===== src/rtl/mz_cmd_issuer.sv =====
// Command front-end for the mz zero-range memory controller: turns single
// read/write/zero-range commands into mz pin sequences and returns read data.
module mz_cmd_issuer #(
    parameter int ADDRWIDTH = 6,
    parameter int DATAWIDTH = 8,
    parameter int TIMEOUT   = 256
) (
    input  logic                 clock,
    input  logic                 reset,
    input  logic                 cmd_valid,
    output logic                 cmd_ready,
    input  logic [1:0]           cmd_op,
    input  logic [ADDRWIDTH-1:0] cmd_addr,
    input  logic [ADDRWIDTH-1:0] cmd_addr_hi,
    input  logic [DATAWIDTH-1:0] cmd_data,
    output logic                 rsp_valid,
    output logic [DATAWIDTH-1:0] rsp_data,
    output logic                 err,
    output logic                 mem_ld_high,
    output logic                 mem_ld_low,
    output logic [ADDRWIDTH-1:0] mem_addr,
    output logic [DATAWIDTH-1:0] mem_din,
    output logic                 mem_write,
    output logic                 mem_zero,
    input  logic [DATAWIDTH-1:0] mem_dout,
    input  logic                 mem_busy
);

    localparam int WDW = $clog2(TIMEOUT + 1);
    localparam logic [WDW-1:0] WD_LAST = WDW'(TIMEOUT - 1);

    typedef enum logic [3:0] {
        IDLE, WR1, WR2, RD, RDCAP, LDLO, LDHI, ZGO, ZW1, ZWAIT
    } state_t;

    state_t                 state, next_state;
    logic [ADDRWIDTH-1:0]   lat_addr, lat_hi;
    logic [DATAWIDTH-1:0]   lat_data;
    logic [WDW-1:0]         wd_cnt, wd_next;
    logic                   accept, set_err;
    logic [ADDRWIDTH-1:0]   cur_addr, cur_hi, n_addr;
    logic [DATAWIDTH-1:0]   cur_data, n_din;
    logic                   n_write, n_ld_low, n_ld_high, n_zero;

    assign cmd_ready = (state == IDLE) && !mem_busy && !reset;
    assign accept    = cmd_valid && cmd_ready;

    // Next-state, watchdog and error decisions.
    always_comb begin
        next_state = state;
        wd_next    = wd_cnt;
        set_err    = 1'b0;
        case (state)
            IDLE: begin
                if (accept) begin
                    case (cmd_op)
                        2'b00:   next_state = RD;
                        2'b01:   next_state = WR1;
                        2'b10:   next_state = LDLO;
                        default: set_err = 1'b1;
                    endcase
                end else begin
                    next_state = IDLE;
                end
            end
            WR1:   next_state = WR2;
            WR2:   next_state = IDLE;
            RD:    next_state = RDCAP;
            RDCAP: next_state = IDLE;
            LDLO:  next_state = LDHI;
            LDHI:  next_state = ZGO;
            ZGO:   next_state = ZW1;
            ZW1: begin
                next_state = ZWAIT;
                wd_next    = '0;
            end
            ZWAIT: begin
                if (!mem_busy) begin
                    next_state = IDLE;
                end else if (wd_cnt == WD_LAST) begin
                    next_state = IDLE;
                    set_err    = 1'b1;
                end else begin
                    wd_next = wd_cnt + WDW'(1);
                end
            end
            default: next_state = IDLE;
        endcase
    end

    // Pin values for the state being entered; the command fields come straight
    // from the inputs on the accepting edge and from the latches afterwards.
    always_comb begin
        cur_addr  = (state == IDLE) ? cmd_addr    : lat_addr;
        cur_hi    = (state == IDLE) ? cmd_addr_hi : lat_hi;
        cur_data  = (state == IDLE) ? cmd_data    : lat_data;
        n_addr    = mem_addr;
        n_din     = mem_din;
        n_write   = 1'b0;
        n_ld_low  = 1'b0;
        n_ld_high = 1'b0;
        n_zero    = 1'b0;
        case (next_state)
            WR1, WR2: begin
                n_write = 1'b1;
                n_addr  = cur_addr;
                n_din   = cur_data;
            end
            RD, RDCAP: n_addr = cur_addr;
            LDLO: begin
                n_addr   = cur_addr;
                n_ld_low = 1'b1;
            end
            LDHI: begin
                n_addr    = cur_hi;
                n_ld_high = 1'b1;
            end
            ZGO:     n_zero = 1'b1;
            default: n_zero = 1'b0;
        endcase
    end

    // State, command latches, watchdog and all registered outputs.
    always_ff @(posedge clock) begin
        if (reset) begin
            state       <= IDLE;
            lat_addr    <= '0;
            lat_hi      <= '0;
            lat_data    <= '0;
            wd_cnt      <= '0;
            err         <= 1'b0;
            rsp_valid   <= 1'b0;
            rsp_data    <= '0;
            mem_addr    <= '0;
            mem_din     <= '0;
            mem_write   <= 1'b0;
            mem_ld_low  <= 1'b0;
            mem_ld_high <= 1'b0;
            mem_zero    <= 1'b0;
        end else begin
            state       <= next_state;
            wd_cnt      <= wd_next;
            mem_addr    <= n_addr;
            mem_din     <= n_din;
            mem_write   <= n_write;
            mem_ld_low  <= n_ld_low;
            mem_ld_high <= n_ld_high;
            mem_zero    <= n_zero;
            rsp_valid   <= (state == RDCAP);
            if (accept) begin
                lat_addr <= cmd_addr;
                lat_hi   <= cmd_addr_hi;
                lat_data <= cmd_data;
            end
            if (set_err) begin
                err <= 1'b1;
            end
            if (state == RDCAP) begin
                rsp_data <= mem_dout;
            end
        end
    end

endmodule


===== config.mk =====
export PLATFORM = sky130hd
export DESIGN_NAME = mz_cmd_issuer
export DESIGN_NICKNAME = d
export VERILOG_FILES = /design/src/rtl/mz_cmd_issuer.sv
export SDC_FILE = /design/constraint.sdc
export NUM_CORES = 1
export LEC_CHECK = 0
export BUFFER_PORTS_ARGS = -buffer_cell sky130_fd_sc_hd__buf_2
export CORE_UTILIZATION = 35
export CTS_CLUSTER_SIZE = 10
export DETAILED_ROUTE_END_ITERATION = 16
export GPL_ROUTABILITY_DRIVEN = 0
export MAX_ROUTING_LAYER = met4
export SYNTH_ARGS = -nofsm -noshare
export SYNTH_HDL_FRONTEND = slang
export SYNTH_SLANG_ARGS = --single-unit

===== constraint.sdc =====
create_clock -name clock -period 3 [get_ports clock]
set_input_delay 0.3 -clock clock [delete_from_list [all_inputs] [get_ports clock]]
set_output_delay 0.3 -clock clock [all_outputs]
set_load 0.02 [all_outputs]

## Yosys cells after proc, flatten, opt, wreduce, memory -nomap -nowiden

Cells that the tools add are included.

- $add $sub $neg: 1
- Equality and inequality tests: 20
- Multiplexer cells: 21
- Reduce and logical (&&, ||, !) cells: 13

Operators by type and width:

| operator | number |
|---|---|
| $eq A4 B3 Y1 const B | 8 |
| $pmux W4 S8 | 1 |
| $mux W9 | 2 |
| $pmux W9 S2 | 1 |
| $eq A4 B2 Y1 const B | 3 |
| $mux W4 | 3 |
| $mux W6 | 2 |
| $pmux W4 S3 | 1 |
| $pmux W6 S2 | 1 |
| $add A9 B1 Y9 const B | 1 |
| $eq A9 B8 Y1 const B | 1 |
| $eq A4 B1 Y1 const B | 2 |
| $eq A4 B4 Y1 const B | 2 |
| $mux W1 | 8 |
| $mux W8 | 1 |
| $reduce_or A5 Y1 | 1 |
| $logic_not A4 Y1 | 1 |
| $ne A2 B2 Y1 const B | 2 |
| $reduce_bool A2 Y1 | 2 |
| $logic_and A1 B1 Y1 | 3 |
| $reduce_and A3 Y1 | 1 |
| $reduce_or A3 Y1 | 1 |
| $eq A2 B1 Y1 const B | 1 |
| $eq A2 B2 Y1 const B | 1 |
| other kinds (4) | 5 |

- Flip-flop bits (word level): 61
- Input bits: 34
- Output and inout bits: 29
- Word-level logic and storage cells: 69

## Longest topological paths before layout

Gate-level depths: netlist (run 1).

- Depth in word-level cells: 9
- Gate-level depth with buffers: 9
- Gate-level depth less buffers: 9

## Least setup slack after synthesis (run 1)

Ideal clock, no wire load.

- Kind: reg2reg
- From: reg wd_cnt[0]
- To: reg mem_din[0]
- Library setup time: 121 ps
- Arrival time: 2089 ps
- Required time: 2879 ps
- Setup slack: 789 ps
- Stages on the path, launching flop included: 10
- Buffers on the path: 0
- Period minus slack after synthesis: 2211 ps
- Path through: dfxtp_1 > ha_1 > nand3_1 > nor2_1 > ha_1 > inv_1 > a311oi_2 > a221oi_2 > o211ai_4 > mux2_4

- Cells in the longest elaborated chain, start to end: 6
- Elaborated cells on any way between the ends: 7
- Classes of those cells: 3 x eq/ne; 3 x mux; 1 x reduce/logical

RTL lines:

| item | line | text |
|---|---|---|
| from (decl) | 39 | `logic [WDW-1:0] wd_cnt, wd_next;` |
| from (signal assigned) | 142 | `wd_cnt <= wd_next;` |
| $eq A9 B8 Y1 * | 80 | `end else if (wd_cnt == WD_LAST) begin` |
| $mux W4 * | 80 |  |
| $mux W4 * | 78 | `if (!mem_busy) begin` |
| $pmux W4 S8 * | 53 | `case (state)` |
| $eq A4 B1 Y1 or $eq A4 B2 Y1 (tied branches) | 103 | `case (next_state)` |
| $reduce_or A2 Y1 * | -- |  |
| to (signal assigned) | 144 | `mem_din <= n_din;` |
| to (decl) | 22 | `output logic [DATAWIDTH-1:0] mem_din,` |

Mark *: on every way between the ends. The rest lies on a longest branch, timed or not.
A chain may end at the register's enable or synchronous reset.

## Final worst setup path (run 1)

- From: reg wd_cnt[3]
- To: reg mem_din[0]

Same word-level chain as after synthesis.

==> results of run 1 <==
[layer usage]
| layer | share of wire | track usage | vias to the layer above |
|---|---|---|---|
| li1 | - | - | 1196 |
| met1 | 0.48 | 0.195 | 1053 |
| met2 | 0.47 | 0.240 | 38 |
| met3 | 0.039 | 0.0477 | 6 |
| met4 | 0.010 | 0.0450 | 0 |
| met5 | 0 | - | - |
[worst max-delay path: cells and delay by family, from the launching register on]
| family | cells | cell delay [ns] |
|---|---|---|
| and+or+nand+nor | 3 | 0.43 |
| muxes | 1 | 0.34 |
| buffers and inverters | 1 | 0.06 |
| DFF | 1 | 0.38 |
| AOI/OAI and AO/OA | 3 | 0.98 |
| adders and majority gates | 1 | 0.21 |
[cells in the mapped netlist (2+ instances only)]
| cell | n |
|---|---|
| nand2_1 | 68 |
| dfxtp_1 | 61 |
| a21oi_1 | 36 |
| nor2_1 | 26 |
| mux2i_1 | 21 |
| nand2b_1 | 17 |
| clkbuf_1 | 15 |
| mux2_4 | 8 |
| nor2b_1 | 8 |
| o21ai_0 | 7 |
| nand3_1 | 6 |
| xor2_1 | 5 |
| and2_1 | 3 |
| and3_1 | 3 |
| buf_2 | 3 |
| nand4_1 | 3 |
| a31oi_1 | 2 |
| buf_4 | 2 |
| ha_1 | 2 |
| inv_1 | 2 |
| nand3b_1 | 2 |
| nor3b_1 | 2 |
| nor4b_2 | 2 |
| nor4bb_1 | 2 |
| xnor2_1 | 2 |
[report_power, final]
group	leakage, nW	internal [W]	switching (W)
registers	0.494	0.000832	0.0000136
logic	0.858	0.0000701	0.0000929
clock network	0.0881	0.000333	0.000294
[cell type report]
class / count / area (µm²)
clock buffer: 12 / 155
clock inverter: 2 / 10.0
fill: 799 / 4380
inverter: 2 / 7.51
multi-input combinational: 239 / 1490
sequential: 61 / 1220
tap: 102 / 128
timing repair buffer: 66 / 340
[cell usage in the layout, fill, tap and decap left out, types with 2 or more instances in the layout]
master	n
nor2_1	26
clkinv_2	2
xor2_1	5
and2_1	3
buf_4	4
dfxtp_1	61
a31oi_1	2
nand4_1	3
nand2b_1	17
clkbuf_8	11
and3_1	3
nor3b_1	2
buf_2	62
nor2b_1	8
nand3_1	6
ha_1	2
o21ai_0	7
nand2_1	68
xnor2_1	2
inv_1	2
mux2i_1	21
nor4b_2	2
mux2_4	8
a21oi_1	36
nand3b_1	2
[sequential cells by signal (all words and copies together), names as in the netlist, 4 cells and up]
signal / cells
rsp_data: 8
mem_addr: 6
lat_addr: 6
lat_data: 8
state: 4
wd_cnt: 9
lat_hi: 6
mem_din: 8
[logic make-up (layout without fill, tap and decap cells)]
family                     Yosys count  in the layout  share of synthesized area
DFF                                 61             61                      0.436
muxes                               29             29                      0.118
and+or+nand+nor                    149            149                      0.265
adders and majority gates            2              2                    0.00894
AOI/OAI and AO/OA                   52             52                      0.115
xor gates and xnor gates             7              7                     0.0219
buffers and inverters               23             82                     0.0349
[worst max path at each step]
stage	start	end	slack, ns
after floorplan	wd_cnt[0]$_SDFFE_PP0P_	mem_din[0]$_SDFFE_PP0P_	0.79
after global placement	wd_cnt[0]$_SDFFE_PP0P_	mem_din[5]$_SDFFE_PP0P_	0.58
after detailed placement	wd_cnt[0]$_SDFFE_PP0P_	mem_din[4]$_SDFFE_PP0P_	0.52
after CTS	wd_cnt[0]$_SDFFE_PP0P_	mem_din[4]$_SDFFE_PP0P_	0.47
after global routing	wd_cnt[0]$_SDFFE_PP0P_	mem_din[0]$_SDFFE_PP0P_	0.28
final	wd_cnt[3]$_SDFFE_PP0P_	mem_din[0]$_SDFFE_PP0P_	0.48
[metrics by stage]
| step | power (W) | hold slack [ns] | cell area [µm²] |
|---|---|---|---|
| after floorplan | 0.000969 | 0.436 | 2800 |
| after global placement | 0.00103 | 0.442 | 3180 |
| after detailed placement | 0.00103 | 0.446 | 3180 |
| after CTS | 0.00166 | 0.194 | 3350 |
| after global routing | 0.00172 | 0.197 | 3350 |
| final | 0.00164 | 0.210 | 3350 |
==> metrics.cfg, run 1 <==
[detailed_routing]
drtIter0Drc = 100
routed_via_density = 4.74
drc = 0
drt_pass1_iterations = 4
ant_nets = 0
vias = 2293
post_drt_wl_per_cell_um = 12.2
wl_um = 5910

[power_and_ir_drop]
vdd_drop_max_uv = 243
powerDensity_nw_per_um2 = 488
p_leak_nw = 1.44

[clock_tree]
postCtsSetupBuffers = 0
cts_buffer_depth = 2
clock_latency_ns = 0.33
numCtsBuffers = 9
cts-root-buf = clkbuf_8
cts.hold.buffers_added = 0
path_clk_slew_ns = 0.07
cts_tree = done
cts_sinks = 61
h-tree-depth = 3
cts_resized = 0

[place]
place_inst = 470
place_ws_ns = 0.518
io_buffers = 62
hpwl_um = 4160

[worst_setup_path]
cp_data_required_time_ns = 3.21
cp.arrival_ns = 2.73
r2r_end = mem_din[0]$_SDFFE_PP0P_
startpoint_type = flip-flop
crit_slowest_cell = o211ai_4
max_stage_delay_ns = 0.42
crit_type = flip-flop to flip-flop
r2r_slack_ns = 0.48
reg2reg_depth = 9
cp_cell_sequence = and3_1, nand3_1, nor2_1, ha_1, inv_1, a311oi_2, a221oi_2, o211ai_4, mux2_4
worstPathMaxFanout = 9
end_kind = flip-flop
regToRegStartpoint = wd_cnt[3]$_SDFFE_PP0P_

[synth]
syn_inst = 323
async_flop_share = 0
ys_top_cells_by_area = dfxtp_1 (44%), nand2_1 (9.1%), mux2i_1 (7.5%), a21oi_1 (6.4%), mux2_4 (4.3%)
netlist_area_um2 = 2800
ys.flop_type = dfxtp_1
avgSynthCellArea_um2 = 8.67
syn_nets = 359
ys.warnings.count = 0
synth-seq-area-share = 0.436
synth-seq-cells = 61
ys_types = 40
synth_enable_flop_cells = 0
yosys.area.top_type = dfxtp_1
synth.top_cell.area_share = 0.436

[layout]
antenna_cells = 0
syn2layout_area_growth_pct = 19.6
final_cells = 484
fin_nets = 415
utilization = 0.433
layout-drive-gt1-share = 0.251

[global_route]
grt_pass1_wl_um = 9950
first_global_vias = 2134
grtUsageTotal = 0.155
grt_start_max_net_pins = 68
grt.overflow.total = 0
antenna_found_initial = 0

[hold_path]
hold_depth = 3
holdPathEnd = rsp_data[1]$_SDFFE_PP0P_
min_path_type = input pin to flip-flop
hp-start = mem_dout[1]

[sta]
hold_violations = 0
finalSetupViolations = 0
min_period_ns = 2.52
fmax_ghz = 0.397
slew_viol_final = 0
finalSetupTns_ns = 0
rsz0062_at_grt = false
fin_crit_sh = 0.839
tightest_slew_ns = 0.702
max-slew-margin-rel = 0.531
fin_ws_ns = 0.482
finClkSkew_ns = 0.00939

[floorplanning]
io_pins = 63
start_util = 0.362
dieArea_um2 = 8360
die_y_um = 91.4
placementRows = 32
core_um2 = 7730
die_w_um = 91.4

[run]
drv_cap = 0

[run_status]
status = finished, final reports clean

No activity file was read; power rests on OpenSTA's default activity.
==> run 2, diff against run 1 <==
ABC_AREA = 1   (was not set)
clock period = 2.2 ns   (was 3 ns; I/O delays follow)
==> run 2 against run 1 <==
Net effect:
- die area shrank 1.2%
- sequential power grew 38%
- global-route usage grew 2.3 points
- worst hold slack lost 0.10 ns
- clock power grew 40%
- clock skew shrank 0.00068 ns
- routed wire length grew 17%
- register-to-register slack lost 0.47 ns
- clock-buffer cell count grew 3
- highest routed layer unchanged
==> metrics.cfg, run 2 <==
[worst_setup_path]
reg2reg_depth = 15  ; was 9
cp_data_required_time_ns = 2.46  ; was 3.21 ns
cp.arrival_ns = 2.45  ; was 2.73 ns
regToRegStartpoint = wd_cnt[1]$_SDFFE_PP0P_  ; was wd_cnt[3]$_SDFFE_PP0P_
crit_type = flip-flop to flip-flop  ; unchanged
startpoint_type = flip-flop  ; unchanged
worstPathMaxFanout = 7  ; was 9
r2r_slack_ns = 0.01  ; was 0.48 ns
r2r_end = mem_addr[1]$_SDFFE_PP0P_  ; was mem_din[0]$_SDFFE_PP0P_
end_kind = flip-flop  ; unchanged

[run_status]
status = finished, final reports clean  ; unchanged

[synth]
synth_enable_flop_cells = 0  ; unchanged
synth.top_cell.area_share = 0.442  ; was 0.436
synth.most_common_cell = nor2_1  ; was nand2_1
yosys.area.top_type = dfxtp_1  ; unchanged
ys.flop_type = dfxtp_1  ; unchanged
async_flop_share = 0  ; unchanged
ys_top_cells_by_count = nor2_1 (72), dfxtp_1 (61), nand2_1 (55)  ; was nand2_1 (68), dfxtp_1 (61), a21oi_1 (36)
synth-seq-area-share = 0.442  ; was 0.436
syn_nets = 417  ; was 359
netlist_area_um2 = 2760  ; was 2800 µm²
avgSynthCellArea_um2 = 7.25  ; was 8.67 µm²
ys_top_cells_by_area = dfxtp_1 (44%), nor2_1 (9.8%), o21ai_0 (7.6%), nand2_1 (7.5%), a21oi_1 (6.7%)  ; was dfxtp_1 (44%), nand2_1 (9.1%), mux2i_1 (7.5%), a21oi_1 (6.4%), mux2_4 (4.3%)
ys_types = 30  ; was 40
ys.warnings.count = 0  ; unchanged
synth-seq-cells = 61  ; unchanged
syn_inst = 381  ; was 323

[sta]
rsz0062_at_grt = true  ; was false
finalSetupTns_ns = 0  ; unchanged
finClkSkew_ns = 0.00871  ; was 0.00939 ns
fin_crit_sh = 0.994  ; was 0.839
hold_violations = 0  ; unchanged
tightest_slew_ns = 0.548  ; was 0.702 ns
fmax_ghz = 0.457  ; was 0.397 GHz
finalSetupViolations = 0  ; unchanged
min_period_ns = 2.19  ; was 2.52 ns
slew_viol_final = 0  ; unchanged
max-slew-margin-rel = 0.633  ; was 0.531

[hold_path]
hold_depth = 3  ; unchanged
min_path_type = input pin to flip-flop  ; unchanged
holdPathEnd = rsp_data[4]$_SDFFE_PP0P_  ; was rsp_data[1]$_SDFFE_PP0P_
hp-start = mem_dout[4]  ; was mem_dout[1]

[layout]
top_register = wd_cnt  ; unchanged
mostFrequentLayoutCells = nor2_1 (67), buf_2 (62), dfxtp_1 (59)  ; was nand2_1 (68), buf_2 (62), dfxtp_1 (61)
num-fill-cells = 794  ; was 799
utilization = 0.459  ; was 0.433
syn2layout_area_growth_pct = 27.7  ; was 19.6%
final_common_cell = nor2_1  ; was nand2_1
fin_area_um2 = 3530  ; was 3350 µm²
layout-drive-gt1-share = 0.299  ; was 0.251
fin_nets = 493  ; was 415
largest_register_ffs = 9  ; unchanged
antenna_cells = 0  ; unchanged

[global_route]
antenna_found_initial = 0  ; unchanged
grt_pass1_wl_um = 11300  ; was 9950 µm
grt_start_max_net_pins = 31  ; was 68
grtUsageTotal = 0.178  ; was 0.155
grt.overflow.total = 0  ; unchanged
first_global_vias = 2541  ; was 2134

[floorplanning]
placementRows = 32  ; unchanged
die_w_um = 90.9  ; was 91.4 µm
die_y_um = 90.9  ; was 91.4 µm
io_pins = 63  ; unchanged
core_um2 = 7690  ; was 7730 µm²
dieArea_um2 = 8260  ; was 8360 µm²
start_util = 0.360  ; was 0.362

[place]
hpwl_um = 4850  ; was 4160 µm
placed_cell_area_um2 = 3250  ; was 3180 µm²
io_buffers = 62  ; unchanged

[power_and_ir_drop]
p_total_w = 0.00234  ; was 0.00164 W
powerDensity_nw_per_um2 = 662  ; was 488 nW/µm²
p_leak_nw = 1.66  ; was 1.44 nW
vdd_drop_max_uv = 415  ; was 243 µV

[clock_tree]
h-tree-depth = 3  ; unchanged
cts_buffer_depth = 2  ; unchanged
clock_latency_ns = 0.34  ; was 0.33 ns
cts_sinks = 61  ; unchanged
path_clk_slew_ns = 0.06  ; was 0.07 ns
cts_tree = done  ; unchanged
cts-root-buf = clkbuf_8  ; unchanged
numCtsBuffers = 9  ; unchanged

[detailed_routing]
post_drt_wl_per_cell_um = 12.3  ; was 12.2 µm
ant_nets = 0  ; unchanged
vias = 2689  ; was 2293
routed_via_density = 4.77  ; was 4.74
drc = 0  ; unchanged
drt_pass1_iterations = 6  ; was 4
drtIter0Drc = 133  ; was 100
wl_um = 6940  ; was 5910 µm

[run]
drv_cap = 0  ; unchanged

[run 2: cell count changes after synthesis, moves of 13 or more]
cell / delta
mux2i_1: -21
inv_1: +37
o21ai_0: +35
nand3_1: +14
nand2_1: -13
nand2b_1: -17
nor2_1: +46
[run 2: cell type report]
class                      instances  area (µm²)  area share
multi-input combinational        264        1380       0.391
tap                              102         128      0.0362
inverter                          42         158      0.0447
sequential                        61        1220       0.347
clock inverter                     1        5.00     0.00142
clock buffer                      15         166      0.0471
timing repair buffer              79         468       0.133
[run 2: worst max-delay path, cell delays in order (launching register included)]
cell      delay, ns
dfxtp_2        0.35
ha_4           0.14
nand2_2        0.06
nor3_2         0.18
and3_1         0.19
ha_2           0.18
inv_2          0.04
nand2_2        0.05
nor2_2         0.04
nand2_2        0.09
nand3b_1       0.18
nor2_8         0.22
nand2_4        0.10
nand2_4        0.11
nand2_1        0.06
a21oi_1        0.13
[run 2: per-stage QoR]
stage | hold slack [ns] | std cells | setup slack, ns
finish | 0.106 | 564 | 0.0129
floorplan | 0.355 | 381 | 0.0828
global route | 0.0945 | 564 | -0.140
detailed placement | 0.448 | 545 | -0.106
CTS | 0.0875 | 561 | 0.0200
global placement | 0.440 | 545 | -0.00771
[run 2: cells by family (layout without fill, tap and decap cells)]
family	after synthesis	after routing	share of synthesized area
simple gates	169	169	0.273
compound gates	83	83	0.154
flops	61	61	0.442
buf+inv	56	137	0.0833
mux	8	8	0.0326
fa+ha+maj	2	2	0.00905
xor+xnor	2	2	0.00634
[run 2: report_power, final]
group          internal, W  switching, W  total (W)
registers          0.00115     0.0000215    0.00117
logic             0.000115      0.000178   0.000292
clock network     0.000471      0.000406   0.000877
total              0.00173      0.000606    0.00234
[run 2: how the worst max path moves through the flow]
stage / from / slack (ns) / end
after floorplan: wd_cnt[0]$_SDFFE_PP0P_ / 0.08 / mem_din[6]$_SDFFE_PP0P_
after global placement: wd_cnt[0]$_SDFFE_PP0P_ / -0.008 / mem_din[1]$_SDFFE_PP0P_
after detailed placement: wd_cnt[0]$_SDFFE_PP0P_ / -0.11 / mem_din[2]$_SDFFE_PP0P_
after CTS: wd_cnt[0]$_SDFFE_PP0P_ / 0.02 / mem_din[3]$_SDFFE_PP0P_
after global routing: wd_cnt[1]$_SDFFE_PP0P_ / -0.14 / mem_addr[5]$_SDFFE_PP0P_
final: wd_cnt[1]$_SDFFE_PP0P_ / 0.01 / mem_addr[1]$_SDFFE_PP0P_
[run 2: per-layer routing]
| layer | vias up | part of all wire | track usage |
|---|---|---|---|
| li1 | 1383 | - | - |
| met1 | 1217 | 0.44 | 0.206 |
| met2 | 73 | 0.48 | 0.280 |
| met3 | 16 | 0.053 | 0.0589 |
| met4 | 0 | 0.023 | 0.0820 |
| met5 | - | 0 | - |
[run 2: timing repair]
item	CTS	global route
pin swaps	3	12
cloned	0	1
setup endpoints to repair	18	24
endpoints found under the hold margin	0	0
setup buffers	0	2
resized for setup	1	22
hold buffers	0	0
